--- src/rtl/mux_scan_sequencer.sv ---
// mux_scan_sequencer
//   Upstream control stage for an N:1 channel mux. Steps the mux select from
//   0 to NUM_CH-1, holding each value DWELL cycles so the mux path settles,
//   and captures mux_out on the last cycle of each dwell. A completed frame
//   rebuilds the mux data input: sample_data[k] = mux input k.
//   One frame per start pulse, or back-to-back frames while continuous is high.
//
// Ports
//   clk           rising-edge clock
//   reset         synchronous, active-high reset
//   start         begin one frame (honoured only in IDLE)
//   continuous    level, looked at only in DONE: 1 = begin the next frame at once
//   mux_out       output of the mux under control
//   select        registered mux select
//   sample_data   last completed frame (bit k captured with select==k)
//   sample_valid  one-cycle pulse: sample_data was just written
//   busy          high in SCAN and DONE
//
// state | meaning
// ------+--------------------------------------------------------------
// IDLE  | waiting for start; select parked at 0
// SCAN  | sweeping select, dwell_cnt counts up within each channel
// DONE  | one cycle; frame published, sample_valid high, select at last
module mux_scan_sequencer #(
  parameter int NUM_CH = 4,
  parameter int SEL_W  = 2,
  parameter int DWELL  = 4
) (
  input  logic              clk,
  input  logic              reset,
  input  logic              start,
  input  logic              continuous,
  input  logic              mux_out,
  output logic [SEL_W-1:0]  select,
  output logic [NUM_CH-1:0] sample_data,
  output logic              sample_valid,
  output logic              busy
);

  localparam int CNT_W = (DWELL > 1) ? $clog2(DWELL) : 1;
  localparam logic [CNT_W-1:0] CNT_LAST = CNT_W'(DWELL - 1);
  localparam logic [SEL_W-1:0] SEL_LAST = SEL_W'(NUM_CH - 1);

  typedef enum logic [1:0] {
    IDLE = 2'd0,
    SCAN = 2'd1,
    DONE = 2'd2
  } state_t;

  state_t            state, state_nx;
  logic [CNT_W-1:0]  dwell_cnt, dwell_cnt_nx;
  logic [SEL_W-1:0]  select_nx;
  logic [NUM_CH-1:0] shadow, shadow_nx;
  logic [NUM_CH-1:0] sample_data_nx;
  logic              sample_valid_nx;
  logic              busy_nx;

  always_comb begin
    state_nx       = state;
    dwell_cnt_nx   = dwell_cnt;
    select_nx      = select;
    shadow_nx      = shadow;
    sample_data_nx = sample_data;

    case (state)
      IDLE: begin
        select_nx    = '0;
        dwell_cnt_nx = '0;
        if (start) begin
          state_nx  = SCAN;
          shadow_nx = '0;
        end
      end

      SCAN: begin
        if (dwell_cnt == CNT_LAST) begin
          shadow_nx[select] = mux_out;
          dwell_cnt_nx      = '0;
          if (select == SEL_LAST) begin
            // Last channel goes straight into the published word; the
            // shadow only has to hold the earlier channels.
            sample_data_nx = {mux_out, shadow[NUM_CH-2:0]};
            state_nx       = DONE;
          end else begin
            select_nx = select + 1'b1;
          end
        end else begin
          dwell_cnt_nx = dwell_cnt + 1'b1;
        end
      end

      DONE: begin
        dwell_cnt_nx = '0;
        select_nx    = '0;
        if (continuous) begin
          state_nx  = SCAN;
          shadow_nx = '0;
        end else begin
          state_nx = IDLE;
        end
      end

      default: begin
        state_nx     = IDLE;
        select_nx    = '0;
        dwell_cnt_nx = '0;
      end
    endcase

    // Registered status outputs follow the state being entered.
    sample_valid_nx = (state_nx == DONE);
    busy_nx         = (state_nx != IDLE);
  end

  always_ff @(posedge clk) begin
    if (reset) begin
      state        <= IDLE;
      dwell_cnt    <= '0;
      select       <= '0;
      shadow       <= '0;
      sample_data  <= '0;
      sample_valid <= 1'b0;
      busy         <= 1'b0;
    end else begin
      state        <= state_nx;
      dwell_cnt    <= dwell_cnt_nx;
      select       <= select_nx;
      shadow       <= shadow_nx;
      sample_data  <= sample_data_nx;
      sample_valid <= sample_valid_nx;
      busy         <= busy_nx;
    end
  end

endmodule

--- config.mk ---
export PLATFORM = sky130hd
export DESIGN_NAME = mux_scan_sequencer
export DESIGN_NICKNAME = d
export VERILOG_FILES = /design/src/rtl/mux_scan_sequencer.sv
export SDC_FILE = /design/constraint.sdc
export NUM_CORES = 1
export LEC_CHECK = 0
export CORE_AREA = 2 2 39 41
export CTS_BUF_LIST = sky130_fd_sc_hd__clkbuf_4
export DETAILED_ROUTE_END_ITERATION = 10
export DIE_AREA = 0 0 41 43
export PLACE_DENSITY_LB_ADDON = 0.2
export SETUP_SLACK_MARGIN = 0.2
export SYNTH_ARGS = -nofsm -noshare
export SYNTH_HDL_FRONTEND = slang
export SYNTH_SLANG_ARGS = --single-unit
--- constraint.sdc ---
create_clock -name clk -period 2 [get_ports clk]
set_input_delay 0.4 -clock clk [delete_from_list [all_inputs] [get_ports clk]]
set_output_delay 0.4 -clock clk [all_outputs]
set_load 0.02 [all_outputs]
; ---- After elaboration in Yosys (flattened, before gate mapping)
; Index checks and enable logic that the tools add are counted.
[classes]
muxes = 12
order_cmp = 2
n_eq_ne = 8
n_reduce_logical = 9
add_sub_neg = 2
n_bitwise = 2
[ops]
columns = cell, count
row1 = two-way mux 4 bit, 3
row2 = case mux 4 bit (3 select lines), 1
row3 = "equality test 2 bit, second input constant", 4
row4 = two-way mux 2 bit, 3
row5 = "!= test 2 bit, second input constant", 3
row6 = case mux 2 bit (3 select lines), 1
row7 = "adder 2 x 1 -> 2 bit, second input constant", 2
row8 = bitwise mux 4 bit, 1
row9 = AND reduction 4 bit, 1
row10 = "< comparator 2 x 3 -> 1 bit, second input constant", 1
row11 = AND reduction 3 bit, 1
row12 = nonzero test 3 bit, 1
row13 = OR reduction 3 bit, 1
row14 = demux 1 bit (select 2 bit), 1
row15 = "equality test 2 x 1 -> 1 bit, second input constant", 1
row16 = ">= comparator 2 x 1 -> 1 bit, second input constant", 1
row17 = logical NOT 2 bit, 1
row18 = two-way mux 1 bit, 2
row19 = NOT 1 bit, 2
row20 = AND reduction 2 bit, 1
row21 = nonzero test 2 bit, 1
row22 = OR reduction 2 bit, 1
row23 = logical AND 1 bit, 1
[word_totals]
word_cells = 42
ff_bits = 16
inputBits = 5

; ---- Depth between registers and ports, before layout
; Gate-level depths: netlist of run 1.
[depth]
word_depth = 7
mapped_depth = 5
depth_no_buf = 5

; ---- Worst setup path after synthesis of run 1
; No wires, ideal clock.
[synth_path]
path_kind = reg2reg
startpoint = reg select[0]
endpoint = reg sample_data[0]
slack_ps = 686
path_buffers = 0
period_less_slack_ps = 1314
setup_ps = 115
t_arrival_ps = 1199
required_ps = 1885
path_stages_with_launch = 5
path_cell_list = dfxtp_1 ha_1 nand4b_1 mux2i_1 nor2_1
[synth_via]
elab_chain_len = 2
[synth_lines]
columns = item, line
row1 = "start, declared", 34  ; output logic [SEL_W-1:0] select,
row2 = "start signal, assigned", 127  ; select <= select_nx;
row3 = equality test 2 bit, 79  ; if (select == SEL_LAST) begin
row4 = AND reduction 3 bit (no source line), -
row5 = "end signal, assigned", 129  ; sample_data <= sample_data_nx;
row6 = "end, declared", 35  ; output logic [NUM_CH-1:0] sample_data,
; No other way between the ends.
; A chain may end at the register's enable or synchronous reset.

; ---- Final worst setup path of run 1
[layout_path]
startpoint = reg select[1]
endpoint = out select[1]
; No word-level cell between the ends.

==> out/metrics.yaml, run 1 <==
route:
  vias: 502
  dr.pass1.iters: 4
  drc: 0
  ant_nets: 0
  avgRoutedWirePerCell_um: 11.4
  drt-initial-drc-count: 9
  avgViaCountPerCell: 5.23
  routed_wl_um: 1090
place:
  dpl.hpwl_um: 820
  dpl.cell_count: 92
  portBuffers: 12
  detailedPlace.worstSlack_ps: 363
  placed_area_um2: 781
  globalplace.congestion: 0.629
setup_path:
  rr_startpoint: "dwell_cnt[0]$_SDFF_PP0_"
  critPathArrivalTime_ps: 1280
  critPathBufInv: 1
  setup.worst_path.end_class: "primary output"
  critPathKind: "reg2out"
  crit_family: "buffers and inverters"
  setup.worst_path.start: "select[1]$_SDFFE_PP0P_"
  cp_slowest_cell: "clkdlybuf4s50_1"
  start_kind: "register"
  cp_cell_sequence: "clkdlybuf4s50_1"
  slowest_delay_ps: 620
  cp_max_fo: 4
  required_ps: 1600
yosys:
  ys_seq_area_share_pct: 45.3
  synthCells: 66
  yosysTopAreaCell: "dfxtp_1"
  synth-simple-area-share_pct: 14.7
  synth_xor_area_share_pct: 1.32
  synth_top_area_share_pct: 45.3
  synth_common_cells: "dfxtp_1 (15), nor2_1 (12), ha_1 (5), mux2i_1 (5)"
  yosys-top-cells-area: "dfxtp_1 (45%), ha_1 (9.4%), mux2i_1 (7.5%)"
  synth_fa_ha_area_share_pct: 9.43
  synth_compound_area_share_pct: 15.5
  synth_area_um2: 663
  synthArstFlopShare_pct: 0
  syn-num-nets: 76
  avgSynthCellArea_um2: 10.0
  yosysUniqueCellTypes: 22
  synth_mux_area_share_pct: 7.55
  synth-seq-cells: 15
  synth_ff_type: "dfxtp_1"
  yosys_warnings: 0
  synthMostInstantiatedCell: "dfxtp_1"
  synth_edf_count: 0
  synth_top_family_by_area: "compound AO/OA/AOI/OAI gates"
status:
  status: "finished, final reports clean"
cells_and_area:
  final_cells: 96
  fillers: 135
  fin_area_um2: 813
  final_core_util_pct: 58.8
  area_growth_pct: 22.6
  diodes: 0
  drive_gt1_share_pct: 7.50
  fin_nets: 91
pwr:
  p_leak_nw: 0.346
  peakVddDrop_mv: 0.374
  finalPower_mw: 0.522
  power.density_mw_per_mm2: 642
run:
  drv_cap: 0
sta:
  slew_violations: 0
  hold_viol: 0
  tightestPinTransition_ps: 305
  fin_crit_ps: 1680
  tns_ps: 0
  worst_slack_ps: 320
  rsz0062_at_grt: "no"
  finalCritPeriodShare_pct: 84.0
  max_freq_mhz: 595
  max_slew_margin_pct: 79.5
  holdWs_ps: 438
  setup_viol: 0
  skew_ps: 1.08
global_routing:
  antenna_found_initial: 0
  grt_pass1_wl_um: 1950
  grt.total_usage_pct: 16.1
  grt_max_degree: 10
  grt_pass1_vias: 451
  grt_overflow: 0
cts:
  root_buffer: "clkbuf_4"
  clk_pin_slew_ps: 80
  cts_tree: "done"
  numCtsBuffers: 3
  cts.sinks: 15
  clk_path_buf_depth: 2
  clk_latency_ps: 270
  cts-htree-levels: 1
hold_path:
  min_path_type: "reg2reg"
  hp-start: "dwell_cnt[0]$_SDFF_PP0_"
floorplanning:
  die_y_um: 43
  io_pins: 13
  dieArea_mm2: 0.00176
  start_util_pct: 47.9
  core_area_mm2: 0.00138
  row_count: 14
  die_w_um: 41
sequential cells by signal, indices dropped and copies added, names as in the netlist:
| name | count |
|---|---|
| sample_data | 4 |
| shadow | 3 |
| dwell_cnt | 2 |
| select | 2 |
| state | 2 |
| busy | 1 |
| sample_valid | 1 |
layer usage:
layer / routed length [um] / up-vias / part of all wire, % / global-route usage (%)
met5: 0 / - / 0 / 0
met4: 10 / 0 / 0.92 / 8.00
met3: 51 / 2 / 4.7 / 4.71
met2: 490 / 12 / 45 / 23.1
met1: 538 / 228 / 49 / 21.2
li1: - / 260 / - / -
layout make-up:
class / count / area (um2) / share of cell area, %
clock buffers: 4 / 30.0 / 3.69
inverters: 3 / 11.3 / 1.38
multi-input cells: 45 / 322 / 39.5
flip-flops and latches: 15 / 300 / 36.9
well taps: 16 / 20.0 / 2.46
repair buffers: 13 / 130 / 16.0
layout by cell type, fill, tap and decap left out, drive strengths merged, types with 3 or more instances in the layout:
| cell | count |
|---|---|
| nor2 | 12 |
| a21boi | 3 |
| mux2i | 5 |
| dfxtp | 15 |
| clkdlybuf4s50 | 11 |
| inv | 3 |
| ha | 5 |
| o2bb2ai | 3 |
| a21oi | 3 |
| clkbuf | 4 |
| a31oi | 3 |
final timing paths:
| path | slack (ps) | depth (start not counted) | endpoint |
|---|---|---|---|
| max | 320 | 1 | select[1] |
| min | 440 | 1 | dwell_cnt[0]$_SDFF_PP0_ |
| max reg2reg | 640 | 5 | shadow[1]$_SDFFE_PP0P_ |
| min reg2reg | 440 | 1 | dwell_cnt[0]$_SDFF_PP0_ |
power by group:
part | total (mW) | switching (mW) | internal, mW
Combinational | 0.0355 | 0.0165 | 0.0190
Sequential | 0.307 | 0.00381 | 0.304
Clock | 0.179 | 0.0885 | 0.0907
cells by family after synthesis:
group | after synthesis
AOI/OAI and AO/OA | 15
and+or+nand+nor | 19
xor gates and xnor gates | 1
adders and majority gates | 5
buffers and inverters | 6
muxes | 5
DFF | 15
timing repair:
action                                  CTS  global route
endpoints found under the hold margin     0             0
resized for setup                         0             1
hold buffers                              0             0
endpoints found under the setup margin    0             1
setup buffers                             0             0
No activity file was read; power rests on OpenSTA's default activity.
==> run 2, diff against run 1 <==
--- a/config.mk
+++ b/config.mk
@@ -5,10 +5,10 @@
 export SDC_FILE = /design/constraint.sdc
 export NUM_CORES = 1
 export LEC_CHECK = 0
-export CORE_AREA = 2 2 39 41
+export CORE_MARGIN = 2
+export CORE_UTILIZATION = 46
 export CTS_BUF_LIST = sky130_fd_sc_hd__clkbuf_4
 export DETAILED_ROUTE_END_ITERATION = 10
-export DIE_AREA = 0 0 41 43
 export PLACE_DENSITY_LB_ADDON = 0.2
 export SETUP_SLACK_MARGIN = 0.2
 export SYNTH_ARGS = -nofsm -noshare
==> constraint.sdc (replaced) <==
create_clock -name clk -period 1.4 [get_ports clk]
set_input_delay 0.28 -clock clk [delete_from_list [all_inputs] [get_ports clk]]
set_output_delay 0.28 -clock clk [all_outputs]
set_load 0.02 [all_outputs]
==> out/metrics.yaml, run 2 (same netlist as run 1, synthesis figures left out) <==
cts:
  cts-htree-levels: 1
  cts_tree: "done"
  root_buffer: "clkbuf_4"
  clk_pin_slew_ps: 80
  cts.sinks: 15
  numCtsBuffers: 3
  cts_hold_buf: 0
  clk_latency_ps: 270
  clk_path_buf_depth: 2
sta:
  max_slew_margin_pct: 85.5
  skew_ps: 1.64
  hold_viol: 0
  setup_viol: 0
  tns_ps: 0
  holdWs_ps: 442
  max_freq_mhz: 848
  finalCritPeriodShare_pct: 84.2
  fin_crit_ps: 1180
  tightestPinTransition_ps: 217
  slew_violations: 0
  rsz0062_at_grt: "yes"
pwr:
  peakVddDrop_mv: 0.475
  power.switching_mw: 0.160
  p_leak_nw: 0.361
  power.density_mw_per_mm2: 884
  p_comb_share_pct: 7.6
  seqPwrFrac_pct: 58.4
  p_clk_share_pct: 33.9
  swShare_pct: 21.1
  p_int_mw: 0.596
  finalPower_mw: 0.755
setup_path:
  start_kind: "register"
  critPathBufInv: 1
  crit_family: "flip-flops"
  critPathKind: "reg2reg"
  required_ps: 1570
  critPathArrivalTime_ps: 1350
  cp_slowest_cell: "dfxtp_2"
  cp_max_fo: 5
  setup.worst_path.end_class: "register"
  cp_cell_sequence: "ha_2, nand4b_1, buf_6, mux2i_1, nor2_1"
  slowest_delay_ps: 380
cells_and_area:
  fin_nets: 96
  drive_gt1_share_pct: 34.1
  area_growth_pct: 28.9
  reg_top3: "sample_data: 4 flops, shadow: 3 flops"
  fin_area_um2: 855
  final_core_util_pct: 64.9
  layout_common_cells: "nor2_1 (11), dfxtp_1 (10)"
  diodes: 0
  top_register: "sample_data"
  largest_reg_flops: 4
  final_common_cell: "nor2_1"
status:
  status: "finished, final reports clean"
floorplanning:
  die_y_um: 42.0
  die_w_um: 42.0
  dieArea_mm2: 0.00176
  start_util_pct: 50.3
  io_pins: 13
  core_area_mm2: 0.00132
  row_count: 13
route:
  avgRoutedWirePerCell_um: 11.6
  ant_nets: 0
  routed_wl_um: 1160
  drc: 0
  avgViaCountPerCell: 5.09
  dr.pass1.iters: 3
  drt-initial-drc-count: 6
  vias: 509
place:
  globalplace.congestion: 0.682
  placed_area_um2: 805
  portBuffers: 12
  dpl.hpwl_um: 862
hold_path:
  min_path_type: "reg2reg"
global_routing:
  grt_overflow: 0
  grt_max_degree: 10
  grt.total_usage_pct: 15.2
  grt_pass1_vias: 490
  antenna_found_initial: 0
  grt_pass1_wl_um: 2070
run:
  drv_cap: 0
==> run 2: metal layers <==
layer | vias up | share of wire (%) | global-route usage [%]
li1 | 266 | - | -
met1 | 234 | 47 | 18.5
met2 | 7 | 48 | 25.3
met3 | 2 | 4.6 | 4.31
met4 | 0 | 0.52 | 5.81
met5 | - | 0 | 0
==> run 2: what timing repair did <==
action                     4_1_cts  5_1_grt
pin swaps                        2        9
gates resized for setup         21       14
setup endpoints to repair       19       16
setup buffers                    1        1
==> run 2: worst reg2reg max path, cell delays in order, from the launching register on <==
cell      delay [ps]
dfxtp_2          380
ha_2             220
nand4b_1         130
buf_6            160
mux2i_1          150
nor2_1            50
==> run 2: layout make-up <==
| class | instances | area [um2] |
|---|---|---|
| Timing Repair Buffer | 18 | 140 |
| Inverter | 3 | 11.3 |
| Clock buffer | 4 | 30.0 |
| Tap cell | 15 | 18.8 |
| Sequential cell | 15 | 307 |
| Fill cell | 108 | 463 |
| Multi-Input combinational cell | 45 | 348 |
==> run 2: per-stage QoR <==
step	instances	worst slack [ps]
finish	100	221
global route	100	148
CTS	99	118
detailed placement	94	-139
global placement	94	-112
floorplan	66	202
==> run 2: worst paths after layout <==
check / startpoint / endpoint / slack (ps) / depth (start not counted)
worst min register to register: dwell_cnt[0]$_SDFF_PP0_ / dwell_cnt[0]$_SDFF_PP0_ / 440 / 1
worst max-delay path: select[0]$_SDFFE_PP0P_ / sample_data[2]$_SDFFE_PP0P_ / 220 / 5
worst min-delay path: dwell_cnt[0]$_SDFF_PP0_ / dwell_cnt[0]$_SDFF_PP0_ / 440 / 1
worst max register to register: select[0]$_SDFFE_PP0P_ / sample_data[2]$_SDFFE_PP0P_ / 220 / 5
==> run 2: power groups by stage <==
stage	clock, mW	sequential, mW	combinational, mW
3_5_place_dp	0	0.449	0.0558
3_3_place_gp	0	0.449	0.0546
6_report	0.256	0.441	0.0578
4_1_cts	0.263	0.441	0.0583
5_1_grt	0.284	0.443	0.0654
2_1_floorplan	0	0.448	0.0356
